### config.mk
export PLATFORM = sky130hd
export DESIGN_NAME = alu_mdu_seq_flat
export DESIGN_NICKNAME = d
export VERILOG_FILES = /design/src/rtl/alu_mdu_seq_if.sv /design/src/rtl/alu_mdu_seq.sv /design/src/flat_wrapper.sv
export SDC_FILE = /design/constraint.sdc
export NUM_CORES = 1
export LEC_CHECK = 0
export CORE_ASPECT_RATIO = 2
export CORE_MARGIN = 1
export CORE_UTILIZATION = 35
export DETAILED_ROUTE_END_ITERATION = 7
export REMOVE_ABC_BUFFERS = 1
export SYNTH_ARGS = -nofsm -noshare
export SYNTH_HDL_FRONTEND = slang
export SYNTH_SLANG_ARGS = --single-unit
export TNS_END_PERCENT = 5
### constraint.sdc
create_clock -name clk_i -period 13.35 [get_ports clk_i]
set_input_delay 2.0025 -clock clk_i [delete_from_list [all_inputs] [get_ports clk_i]]
set_output_delay 2.0025 -clock clk_i [all_outputs]
set_load 0.05 [all_outputs]
### src/rtl/alu_mdu_seq_if.sv
// Request/result bundle for the alu_mdu_seq execute unit.
// Signal names follow the unit's own port naming (_i into the unit,
// _o out of the unit), so the slave modport is the unit itself.
//   flush_i            kill in-flight/held op
//   valid_i / ready_o  request handshake, operands A_i/B_i, opcode aluc_i
//   valid_o / ready_i  result handshake, result C_o, branch_o, illegal_o
interface alu_mdu_seq_if #(
    parameter int unsigned XLEN = 32
);
    logic            flush_i;
    logic            valid_i;
    logic            ready_o;
    logic [XLEN-1:0] A_i;
    logic [XLEN-1:0] B_i;
    logic [4:0]      aluc_i;
    logic            valid_o;
    logic            ready_i;
    logic [XLEN-1:0] C_o;
    logic            branch_o;
    logic            illegal_o;

    modport master (
        output flush_i, valid_i, A_i, B_i, aluc_i, ready_i,
        input  ready_o, valid_o, C_o, branch_o, illegal_o
    );

    modport slave (
        input  flush_i, valid_i, A_i, B_i, aluc_i, ready_i,
        output ready_o, valid_o, C_o, branch_o, illegal_o
    );
endinterface

### src/rtl/alu_mdu_seq.sv
// Execute unit: registered single-cycle ALU / branch compare plus iterative
// RV M-extension multiply (shift-add) and divide (restoring), 1 bit/cycle.
// Ports:
//   clk_i   clock, rising edge
//   rst_i   asynchronous active-high reset
//   bus_io  alu_mdu_seq_if.slave: request (valid_i/ready_o, A_i, B_i,
//           aluc_i), result (valid_o/ready_i, C_o, branch_o, illegal_o),
//           flush_i
module alu_mdu_seq #(
    parameter int unsigned XLEN = 32
) (
    input  logic         clk_i,
    input  logic         rst_i,
    alu_mdu_seq_if.slave bus_io
);
    localparam int unsigned SHAMT_W = $clog2(XLEN);
    localparam int unsigned CNT_W   = $clog2(XLEN);
    localparam logic [XLEN-1:0] MIN_NEG = {1'b1, {(XLEN-1){1'b0}}};

    typedef enum logic [1:0] {IDLE, MUL, DIV, DONE} state_e;

    state_e            state_q, state_d;
    logic [CNT_W-1:0]  cnt_q, cnt_d;
    logic [2*XLEN-1:0] acc_q, acc_d;   // MUL: {hi, lo/multiplier}; DIV: {rem, dividend/quotient}
    logic [XLEN-1:0]   opd_q, opd_d;   // MUL: |multiplicand|; DIV: |divisor|
    logic              neg_q, neg_d;   // negate final result
    logic              hi_q, hi_d;     // select upper half (MULH*, REM*)
    logic [XLEN-1:0]   c_q, c_d;
    logic              br_q, br_d;
    logic              ill_q, ill_d;

    logic [XLEN-1:0]    a, b;
    logic [4:0]         aluc;
    logic [SHAMT_W-1:0] shamt;
    logic               ready, accept;

    assign a      = bus_io.A_i;
    assign b      = bus_io.B_i;
    assign aluc   = bus_io.aluc_i;
    assign shamt  = b[SHAMT_W-1:0];
    assign ready  = ((state_q == IDLE) | ((state_q == DONE) & bus_io.ready_i))
                    & ~bus_io.flush_i & ~rst_i;
    assign accept = bus_io.valid_i & ready;

    // Single-cycle ALU and branch compare
    logic [XLEN-1:0] alu_c;
    logic            alu_br;

    always_comb begin
        alu_c  = '0;
        alu_br = 1'b0;
        case (aluc)
            5'd0:  alu_c = a + b;
            5'd1:  alu_c = a - b;
            5'd2:  alu_c = a << shamt;
            5'd3:  alu_c = {{(XLEN-1){1'b0}}, $signed(a) < $signed(b)};
            5'd4:  alu_c = {{(XLEN-1){1'b0}}, a < b};
            5'd5:  alu_c = a ^ b;
            5'd6:  alu_c = a >> shamt;
            5'd7:  alu_c = $signed(a) >>> shamt;
            5'd8:  alu_c = a | b;
            5'd9:  alu_c = a & b;
            5'd10: alu_br = (a == b);
            5'd11: alu_br = (a != b);
            5'd12: alu_br = $signed(a) < $signed(b);
            5'd13: alu_br = $signed(a) >= $signed(b);
            5'd14: alu_br = a < b;
            5'd15: alu_br = a >= b;
            default: ;
        endcase
    end

    // Decode of a newly accepted op: either a finished result (ALU, branch,
    // illegal, divide special case) or the initial iteration state.
    logic              a_neg, b_neg, div_sgn, div_rem;
    logic [XLEN-1:0]   mag_a, mag_b;
    state_e            st_state;
    logic [XLEN-1:0]   st_c, st_opd;
    logic              st_br, st_ill, st_neg, st_hi;
    logic [2*XLEN-1:0] st_acc;

    always_comb begin
        div_sgn = ~aluc[0];
        div_rem = aluc[1];
        a_neg   = 1'b0;
        b_neg   = 1'b0;
        if (aluc[4:3] == 2'b10) begin
            if (!aluc[2]) begin
                a_neg = (aluc[1:0] != 2'b11) & a[XLEN-1];
                b_neg = ~aluc[1] & b[XLEN-1];
            end else begin
                a_neg = div_sgn & a[XLEN-1];
                b_neg = div_sgn & b[XLEN-1];
            end
        end
        mag_a = a_neg ? -a : a;
        mag_b = b_neg ? -b : b;

        st_state = DONE;
        st_c     = '0;
        st_br    = 1'b0;
        st_ill   = 1'b0;
        st_opd   = '0;
        st_acc   = '0;
        st_neg   = 1'b0;
        st_hi    = 1'b0;
        if (!aluc[4]) begin
            st_c  = alu_c;
            st_br = alu_br;
        end else if (aluc[3]) begin
            st_ill = 1'b1;
        end else if (!aluc[2]) begin
            st_state = MUL;
            st_opd   = mag_a;
            st_acc   = {{XLEN{1'b0}}, mag_b};
            st_neg   = a_neg ^ b_neg;
            st_hi    = (aluc[1:0] != 2'b00);
        end else if (b == '0) begin
            st_c = div_rem ? a : '1;
        end else if (div_sgn && (a == MIN_NEG) && (b == '1)) begin
            st_c = div_rem ? '0 : MIN_NEG;
        end else begin
            st_state = DIV;
            st_opd   = mag_b;
            st_acc   = {{XLEN{1'b0}}, mag_a};
            // remainder follows the dividend's sign, quotient the sign product
            st_neg   = div_rem ? a_neg : (a_neg ^ b_neg);
            st_hi    = div_rem;
        end
    end

    // One multiply step: conditionally add multiplicand to the upper half,
    // then shift the whole product right.
    logic [XLEN:0]     mul_sum;
    logic [2*XLEN-1:0] mul_next, prod_fin;

    assign mul_sum  = {1'b0, acc_q[2*XLEN-1:XLEN]} + (acc_q[0] ? {1'b0, opd_q} : '0);
    assign mul_next = {mul_sum, acc_q[XLEN-1:1]};
    assign prod_fin = neg_q ? -mul_next : mul_next;

    // One restoring divide step on {rem, dividend}; the trial difference
    // borrow bit decides the quotient bit shifted into the low end.
    logic [XLEN:0]     div_shift, div_diff;
    logic [2*XLEN-1:0] div_next;
    logic [XLEN-1:0]   div_sel, div_fin;

    assign div_shift = {acc_q[2*XLEN-1:XLEN], acc_q[XLEN-1]};
    assign div_diff  = div_shift - {1'b0, opd_q};
    assign div_next  = div_diff[XLEN]
                     ? {div_shift[XLEN-1:0], acc_q[XLEN-2:0], 1'b0}
                     : {div_diff[XLEN-1:0],  acc_q[XLEN-2:0], 1'b1};
    assign div_sel   = hi_q ? div_next[2*XLEN-1:XLEN] : div_next[XLEN-1:0];
    assign div_fin   = neg_q ? -div_sel : div_sel;

    // The final iteration and the sign fix-up share a cycle so that
    // MUL/DIV results appear XLEN+1 cycles after accept.
    always_comb begin
        state_d = state_q;
        cnt_d   = cnt_q;
        acc_d   = acc_q;
        opd_d   = opd_q;
        neg_d   = neg_q;
        hi_d    = hi_q;
        c_d     = c_q;
        br_d    = br_q;
        ill_d   = ill_q;
        case (state_q)
            IDLE, DONE: begin
                if (accept) begin
                    state_d = st_state;
                    cnt_d   = '0;
                    acc_d   = st_acc;
                    opd_d   = st_opd;
                    neg_d   = st_neg;
                    hi_d    = st_hi;
                    if (st_state == DONE) begin
                        c_d   = st_c;
                        br_d  = st_br;
                        ill_d = st_ill;
                    end
                end else if (state_q == DONE && bus_io.ready_i) begin
                    state_d = IDLE;
                end
            end
            MUL: begin
                acc_d = mul_next;
                cnt_d = cnt_q + CNT_W'(1);
                if (cnt_q == CNT_W'(XLEN-1)) begin
                    state_d = DONE;
                    c_d     = hi_q ? prod_fin[2*XLEN-1:XLEN] : prod_fin[XLEN-1:0];
                    br_d    = 1'b0;
                    ill_d   = 1'b0;
                end
            end
            DIV: begin
                acc_d = div_next;
                cnt_d = cnt_q + CNT_W'(1);
                if (cnt_q == CNT_W'(XLEN-1)) begin
                    state_d = DONE;
                    c_d     = div_fin;
                    br_d    = 1'b0;
                    ill_d   = 1'b0;
                end
            end
            default: state_d = IDLE;
        endcase
        if (bus_io.flush_i) begin
            state_d = IDLE;
        end
    end

    always_ff @(posedge clk_i or posedge rst_i) begin
        if (rst_i) begin
            state_q <= IDLE;
            cnt_q   <= '0;
            acc_q   <= '0;
            opd_q   <= '0;
            neg_q   <= 1'b0;
            hi_q    <= 1'b0;
            c_q     <= '0;
            br_q    <= 1'b0;
            ill_q   <= 1'b0;
        end else begin
            state_q <= state_d;
            cnt_q   <= cnt_d;
            acc_q   <= acc_d;
            opd_q   <= opd_d;
            neg_q   <= neg_d;
            hi_q    <= hi_d;
            c_q     <= c_d;
            br_q    <= br_d;
            ill_q   <= ill_d;
        end
    end

    assign bus_io.ready_o   = ready;
    assign bus_io.valid_o   = (state_q == DONE);
    assign bus_io.C_o       = c_q;
    assign bus_io.branch_o  = br_q;
    assign bus_io.illegal_o = ill_q;
endmodule
### src/flat_wrapper.sv
// flat-port wrapper written by rule: the top's interface ports become plain ports
module alu_mdu_seq_flat 
#(
    parameter int unsigned XLEN = 32
)
  (clk_i, rst_i, bus_io_flush_i, bus_io_valid_i, bus_io_A_i, bus_io_B_i, bus_io_aluc_i, bus_io_ready_i, bus_io_ready_o, bus_io_valid_o, bus_io_C_o, bus_io_branch_o, bus_io_illegal_o);
  alu_mdu_seq_if #(.XLEN(XLEN)) bus_io_i ();
  input  logic clk_i;
  input  logic rst_i;
  input wire logic [$bits(bus_io_i.flush_i)-1:0] bus_io_flush_i;
  input wire logic [$bits(bus_io_i.valid_i)-1:0] bus_io_valid_i;
  input wire logic [$bits(bus_io_i.A_i)-1:0] bus_io_A_i;
  input wire logic [$bits(bus_io_i.B_i)-1:0] bus_io_B_i;
  input wire logic [$bits(bus_io_i.aluc_i)-1:0] bus_io_aluc_i;
  input wire logic [$bits(bus_io_i.ready_i)-1:0] bus_io_ready_i;
  output wire logic [$bits(bus_io_i.ready_o)-1:0] bus_io_ready_o;
  output wire logic [$bits(bus_io_i.valid_o)-1:0] bus_io_valid_o;
  output wire logic [$bits(bus_io_i.C_o)-1:0] bus_io_C_o;
  output wire logic [$bits(bus_io_i.branch_o)-1:0] bus_io_branch_o;
  output wire logic [$bits(bus_io_i.illegal_o)-1:0] bus_io_illegal_o;
  assign bus_io_i.flush_i = bus_io_flush_i;
  assign bus_io_i.valid_i = bus_io_valid_i;
  assign bus_io_i.A_i = bus_io_A_i;
  assign bus_io_i.B_i = bus_io_B_i;
  assign bus_io_i.aluc_i = bus_io_aluc_i;
  assign bus_io_i.ready_i = bus_io_ready_i;
  assign bus_io_ready_o = bus_io_i.ready_o;
  assign bus_io_valid_o = bus_io_i.valid_o;
  assign bus_io_C_o = bus_io_i.C_o;
  assign bus_io_branch_o = bus_io_i.branch_o;
  assign bus_io_illegal_o = bus_io_i.illegal_o;
  alu_mdu_seq #(.XLEN(XLEN)) u_core (.clk_i(clk_i), .rst_i(rst_i), .bus_io(bus_io_i));
endmodule
# Word level (Yosys, flattened, before mapping)
# Cells that the tools add are included.
# W data, S select, Z words.
[classes]
reduce_logical = 13
magnitude_cmp = 4
shifts = 3
n_bitwise = 17
n_eq_ne = 33
mux = 71
addsub = 9
[ops]
columns = ["cell", "count"]
rows = [
  ["$mux W32", 23],
  ["$mux W64", 7],
  ["$pmux W32 S10", 1],
  ["$pmux W64 S3", 1],
  ["$neg A32 Y32", 3],
  ["$pmux W32 S3", 1],
  ["$eq A32 B32 Y1 const B", 2],
  ["$ge A32 B32 Y1", 2],
  ["$lt A32 B32 Y1", 2],
  ["$neg A64 Y64", 1],
  ["$eq A5 B4 Y1 const B", 8],
  ["$add A32 B33 Y33", 1],
  ["$sub A33 B32 Y33", 1],
  ["$add A32 B32 Y32", 1],
  ["$and A32 B32 Y32", 1],
  ["$eq A32 B32 Y1", 1],
  ["$logic_not A32 Y1", 1],
  ["$ne A32 B32 Y1", 1],
  ["$or A32 B32 Y32", 1],
  ["$shl A32 B5 Y32", 1],
  ["$shr A32 B5 Y32", 1],
  ["$sshr A32 B5 Y32", 1],
  ["$sub A32 B32 Y32", 1],
  ["$xor A32 B32 Y32", 1],
  ["30 further kinds", 86],
]
[totals]
output_inout_bits = 36
in_bits = 74
elab_cells = 159
regBits = 139

# Logic depth before layout (Yosys ltp)
[depth]
depth_word = 12
ltp_mapped = 26
ltp_nobuf = 23

# Worst setup path after synthesis
# OpenSTA, ideal clock, no wires.
[synth_timing]
path_type = "input to register"
from = "input bus_io_B_i[2]"
to = "register u_core.c_q[29], in the netlist u_core.bus_io.C_o[29]"
path_stages = 19
required_time_ps = 13281
arrival_time_ps = 6317
setup_slack_ps = 6964
setup_ps = 69
n_path_buf = 5
path_cell_list = "clkbuf_1 > inv_1 > buf_1 > clkbuf_1 > buf_1 > ha_1 > clkbuf_1 > nand2b_1 > o311a_1 > o21ai_0 > o21bai_1 > a21oi_1 > o21ai_0 > a311oi_1 > xnor2_1 > a211oi_1 > o32a_1 > or4b_1 > nand3_1"
[synth_between]
elab_chain_cells = 10
word_cells_on_any_way = 25
classes_between = "2 x add/sub; 3 x eq/ne; 3 x shift; 14 x mux; 3 x reduce/logical"
[synth_lines]
columns = ["element", "line_no", "rtl"]
rows = [
  ["start: declaration", "flat_wrapper.sv:13", "input wire logic [$bits(bus_io_i.B_i)-1:0] bus_io_B_i;"],
  ["parallel branches: the longest is 10 deep, another holds $sub A32 B32 Y32", "--", ""],
  ["end signal: assignment", "alu_mdu_seq.sv:220", "c_q <= '0;"],
  ["end signal: assignment", "alu_mdu_seq.sv:230", "c_q <= c_d;"],
  ["end: declaration", "alu_mdu_seq.sv:28", "logic [XLEN-1:0] c_q, c_d;"],
]
# Several ways; the timed one is not identified. The select of a mux whose other input is x is not followed.
# A chain may end at the register's enable or synchronous reset.

# Worst setup path in the final report
[layout_timing]
from = "input bus_io_A_i[1]"
to = "register u_core.c_q[29], in the netlist u_core.bus_io.C_o[29]"
[layout_between]
elab_chain_cells = 11
word_cells_on_any_way = 25
classes_between = "2 x add/sub; 3 x eq/ne; 3 x shift; 14 x mux; 3 x reduce/logical"
[layout_lines]
columns = ["element", "line_no", "rtl"]
rows = [
  ["start: declaration", "flat_wrapper.sv:12", "input wire logic [$bits(bus_io_i.A_i)-1:0] bus_io_A_i;"],
  ["parallel branches: the longest is 11 deep, another holds $sub A32 B32 Y32", "--", ""],
]
# Several ways; the timed one is not identified. The select of a mux whose other input is x is not followed.

==> flow_metrics.tcl <==
set metrics [dict create \
    cp_top_family "simple AND/OR/NAND/NOR gates" \
    synth_top_cell_area_share 0.1411 \
    h-tree-depth 4 \
    arrival_ps 7700 \
    ir_worst_vdd_mv 0.07945 \
    path_cells "clkdlybuf4s50_1 -> inv_1 -> ha_1 -> or4b_2 -> nor4_1 -> nand4_1 -> o21ai_1 -> a21oi_1 -> a21boi_2 -> nand2_1 -> or4_1 -> o32a_1 -> or4b_1 -> nand3_1" \
    num_io_pins 110 \
    place_hpwl_um 104300 \
    synth_mux_area_frac 0.06162 \
    synth-xor-area-share 0.07746 \
    cts_resized 0 \
    reg2reg_from "u_core.acc_q[31]" \
    antenna_cells 0 \
    fin_ws_ps 6042 \
    row_count 137 \
    cts_made_buffers 25 \
    setup-tns-final_ps 0 \
    cts.clk_slew.worst_paths_ps 60 \
    crit_buf_inv 2 \
    reg2reg_depth 23 \
    start_util 0.3533 \
    wl_per_cell_um 30.37 \
    worst_pin_slew_ps 1364 \
    post-route-period-util 0.5474 \
    dieArea_um2 71560 \
    core_area_um2 69770 \
    grt_max_degree 82 \
    ys_types 93 \
    placed_cells 4337 \
    drc 2 \
    grt_use_total 0.3651 \
    startpoint_type "input port" \
    tritoncts "built" \
    via_count 28490 \
    synthCells 3553 \
    synth_compound_area_frac 0.3310 \
    maxSlewViolCount 0 \
    synth-seq-cells 139 \
    clockRootBuffer "clkbuf_16" \
    status "finished, violations left" \
    worstReg2RegEnd "u_core.bus_io.C_o[30]" \
    routed_wl_um 132700 \
    worstSetupPathType "in2reg" \
    crit_path_start "bus_io_A_i[1]" \
    viasPerCell 6.519 \
    drtIter0Drc 2778 \
    final_cell_mix "o21ai_0, nand2_1, nor2_1" \
    fin_crit_ps 7308 \
    grt_use_met1 0.3531 \
    final_util 0.3861 \
    min-delay-path-class "reg2reg" \
    dpl_cell_area_um2 26260 \
    hold_viol_final 0 \
    clk_path_buf_depth 3 \
    io_buffers 109 \
    ys_seq_area_frac 0.1411 \
    grtUsageMet3 0.04803 \
    cp-end-kind "register" \
    drt_pre_antenna_iters 8 \
    synth_fa_ha_area_frac 0.09055 \
    setup_violations 0 \
    grt_overflow 0 \
    slowest_delay_ps 890 \
    violations "DRC" \
    skew_ps 15.32 \
    antenna_found_initial 1 \
    yosys.area_share.simple 0.2247 \
    holdBufCountCts 0 \
    path_depth 14 \
    syn2layout_area_growth_pct 9.289 \
    antenna_left 0 \
    grt_pass1_vias 28200 \
    cts_sinks 139 \
    gp_congestion 1.027 \
    slowest_stage "o21ai_1" \
    nets 3712 \
    die_h_um 377.3 \
    rsz0062_at_grt "no" \
    required_ps 13740 \
    power.density_nw_per_um2 113.0 \
    clk_latency_ps 510 \
    yosysTopAreaCell "dfrtp_1" \
    yosys_warnings 0 \
    yosys-top-cells-area "dfrtp_1, ha_1, o21ai_0, a21oi_1, xnor2_1" \
    layout_commonest_cell "o21ai_0" \
    synth.cell_area_um2 24650 \
    leakagePower_uw 0.01070 \
    synth-edff-count 0 \
    busiest_layer "met2" \
    drive_gt1_frac 0.06057 \
    pre_cts_ws_ps 5606 \
    max_freq_ghz 0.1368 \
    die_x_um 189.7 \
    post_cts_buffers 0 \
    drv_cap 0 \
    crit_end "u_core.bus_io.C_o[29]" \
    cp_max_fo 11 \
    stdcell_area_um2 26940 \
    grt_pass1_wl_um 190400 \
    synth_top_family_by_area "compound AO/OA/AOI/OAI gates" \
    ys.flop_type "dfrtp_1" \
    regToRegSetupSlack_ps 6210 \
    layout.cells.non_filler 4370 \
    timing.slew.headroom 0.09050 \
    async_flop_share 1.000 \
    grt.met2_usage 0.6446 \
    syn_avg_cell_area_um2 6.938 \
]
[area by class of cell]
| class | count | area, um^2 |
|---|---|---|
| Clock buffer | 28 | 656.9 |
| Tap cell | 903 | 1130 |
| Timing Repair Buffer | 178 | 1579 |
| Inverter | 162 | 613.1 |
| Fill cell | 7453 | 42830 |
| Clock inverter | 4 | 20.02 |
| Multi-Input combinational cell | 2956 | 19460 |
| Sequential cell | 139 | 3483 |
[how the worst min path moves through the flow]
stage / from / endpoint / slack, ps / depth (start not counted)
after floorplan: u_core.cnt_q[2] / u_core.cnt_q[2] / 460 / 1
after global placement: u_core.bus_io.C_o[2] / u_core.bus_io.C_o[2] / 470 / 2
after detailed placement: u_core.bus_io.C_o[7] / u_core.bus_io.C_o[7] / 480 / 2
after CTS: u_core.bus_io.C_o[2] / u_core.bus_io.C_o[2] / 490 / 2
after global routing: u_core.bus_io.C_o[0] / u_core.bus_io.C_o[0] / 530 / 2
final: u_core.bus_io.C_o[7] / u_core.bus_io.C_o[7] / 490 / 2
[cells in the mapped netlist (10+ instances only)]
master	n
o21ai_0	387
nand2_1	354
nor2_1	336
a21oi_1	295
clkbuf_1	243
ha_1	172
inv_1	161
xnor2_1	155
dfrtp_1	139
nand3_1	95
mux2i_1	73
nor3_1	72
o22ai_1	65
xor2_1	63
a221oi_1	52
a211oi_1	50
and2_1	48
o31ai_1	48
nand4_1	45
a31oi_1	44
a21o_1	40
a22oi_1	36
o211ai_1	35
or3_1	34
nor4_1	32
buf_1	29
nand2b_1	26
mux4_2	25
or4_1	25
a221o_1	21
and3_1	20
mux2_2	19
nor2b_1	19
o41ai_1	19
o221ai_1	18
o21a_1	16
a211o_1	14
o21bai_1	13
a22o_1	11
o2111ai_1	11
or2_2	11
buf_2	10
nand3b_1	10
[sequential cells by signal, summed over array words and instances (netlist names)]
signal                   cells
u_core.acc_q                64
u_core.bus_io.C_o           32
u_core.bus_io.branch_o       1
u_core.bus_io.illegal_o      1
u_core.cnt_q                 5
u_core.hi_q                  1
u_core.neg_q                 1
u_core.opd_q                32
u_core.state_q               2
[tightest hold or removal path, delay by kind of cell (launching register included)]
family | cells | cell delay, ps
flops | 1 | 350
simple gates | 2 | 100
[cells by family after synthesis]
logic type,count (synthesis)
compound gates,1279
xor+xnor,218
fa+ha+maj,176
buf+inv,458
flops,139
mux,118
simple gates,1165
[routing by layer]
metal | part of all wire | up-vias
li1 | - | 12910
met1 | 0.33 | 13630
met2 | 0.49 | 1403
met3 | 0.057 | 541
met4 | 0.12 | 2
met5 | 0.000068 | -
[power breakdown]
group / leakage (uW) / switching [uW] / internal [uW]
clock network: 0.000339 / 213 / 344
registers: 0.00184 / 167 / 522
logic: 0.00852 / 1200 / 600
total: 0.0107 / 1580 / 1470
[metrics by stage]
step | total power, uW | hold slack [ps]
finish | 3043 | 485.3
global route | 3176 | 528.4
CTS | 2999 | 492.6
detailed placement | 2434 | 476.1
global placement | 2432 | 470.6
floorplan | 1760 | 464.8
No activity file was read; power rests on OpenSTA's default activity.
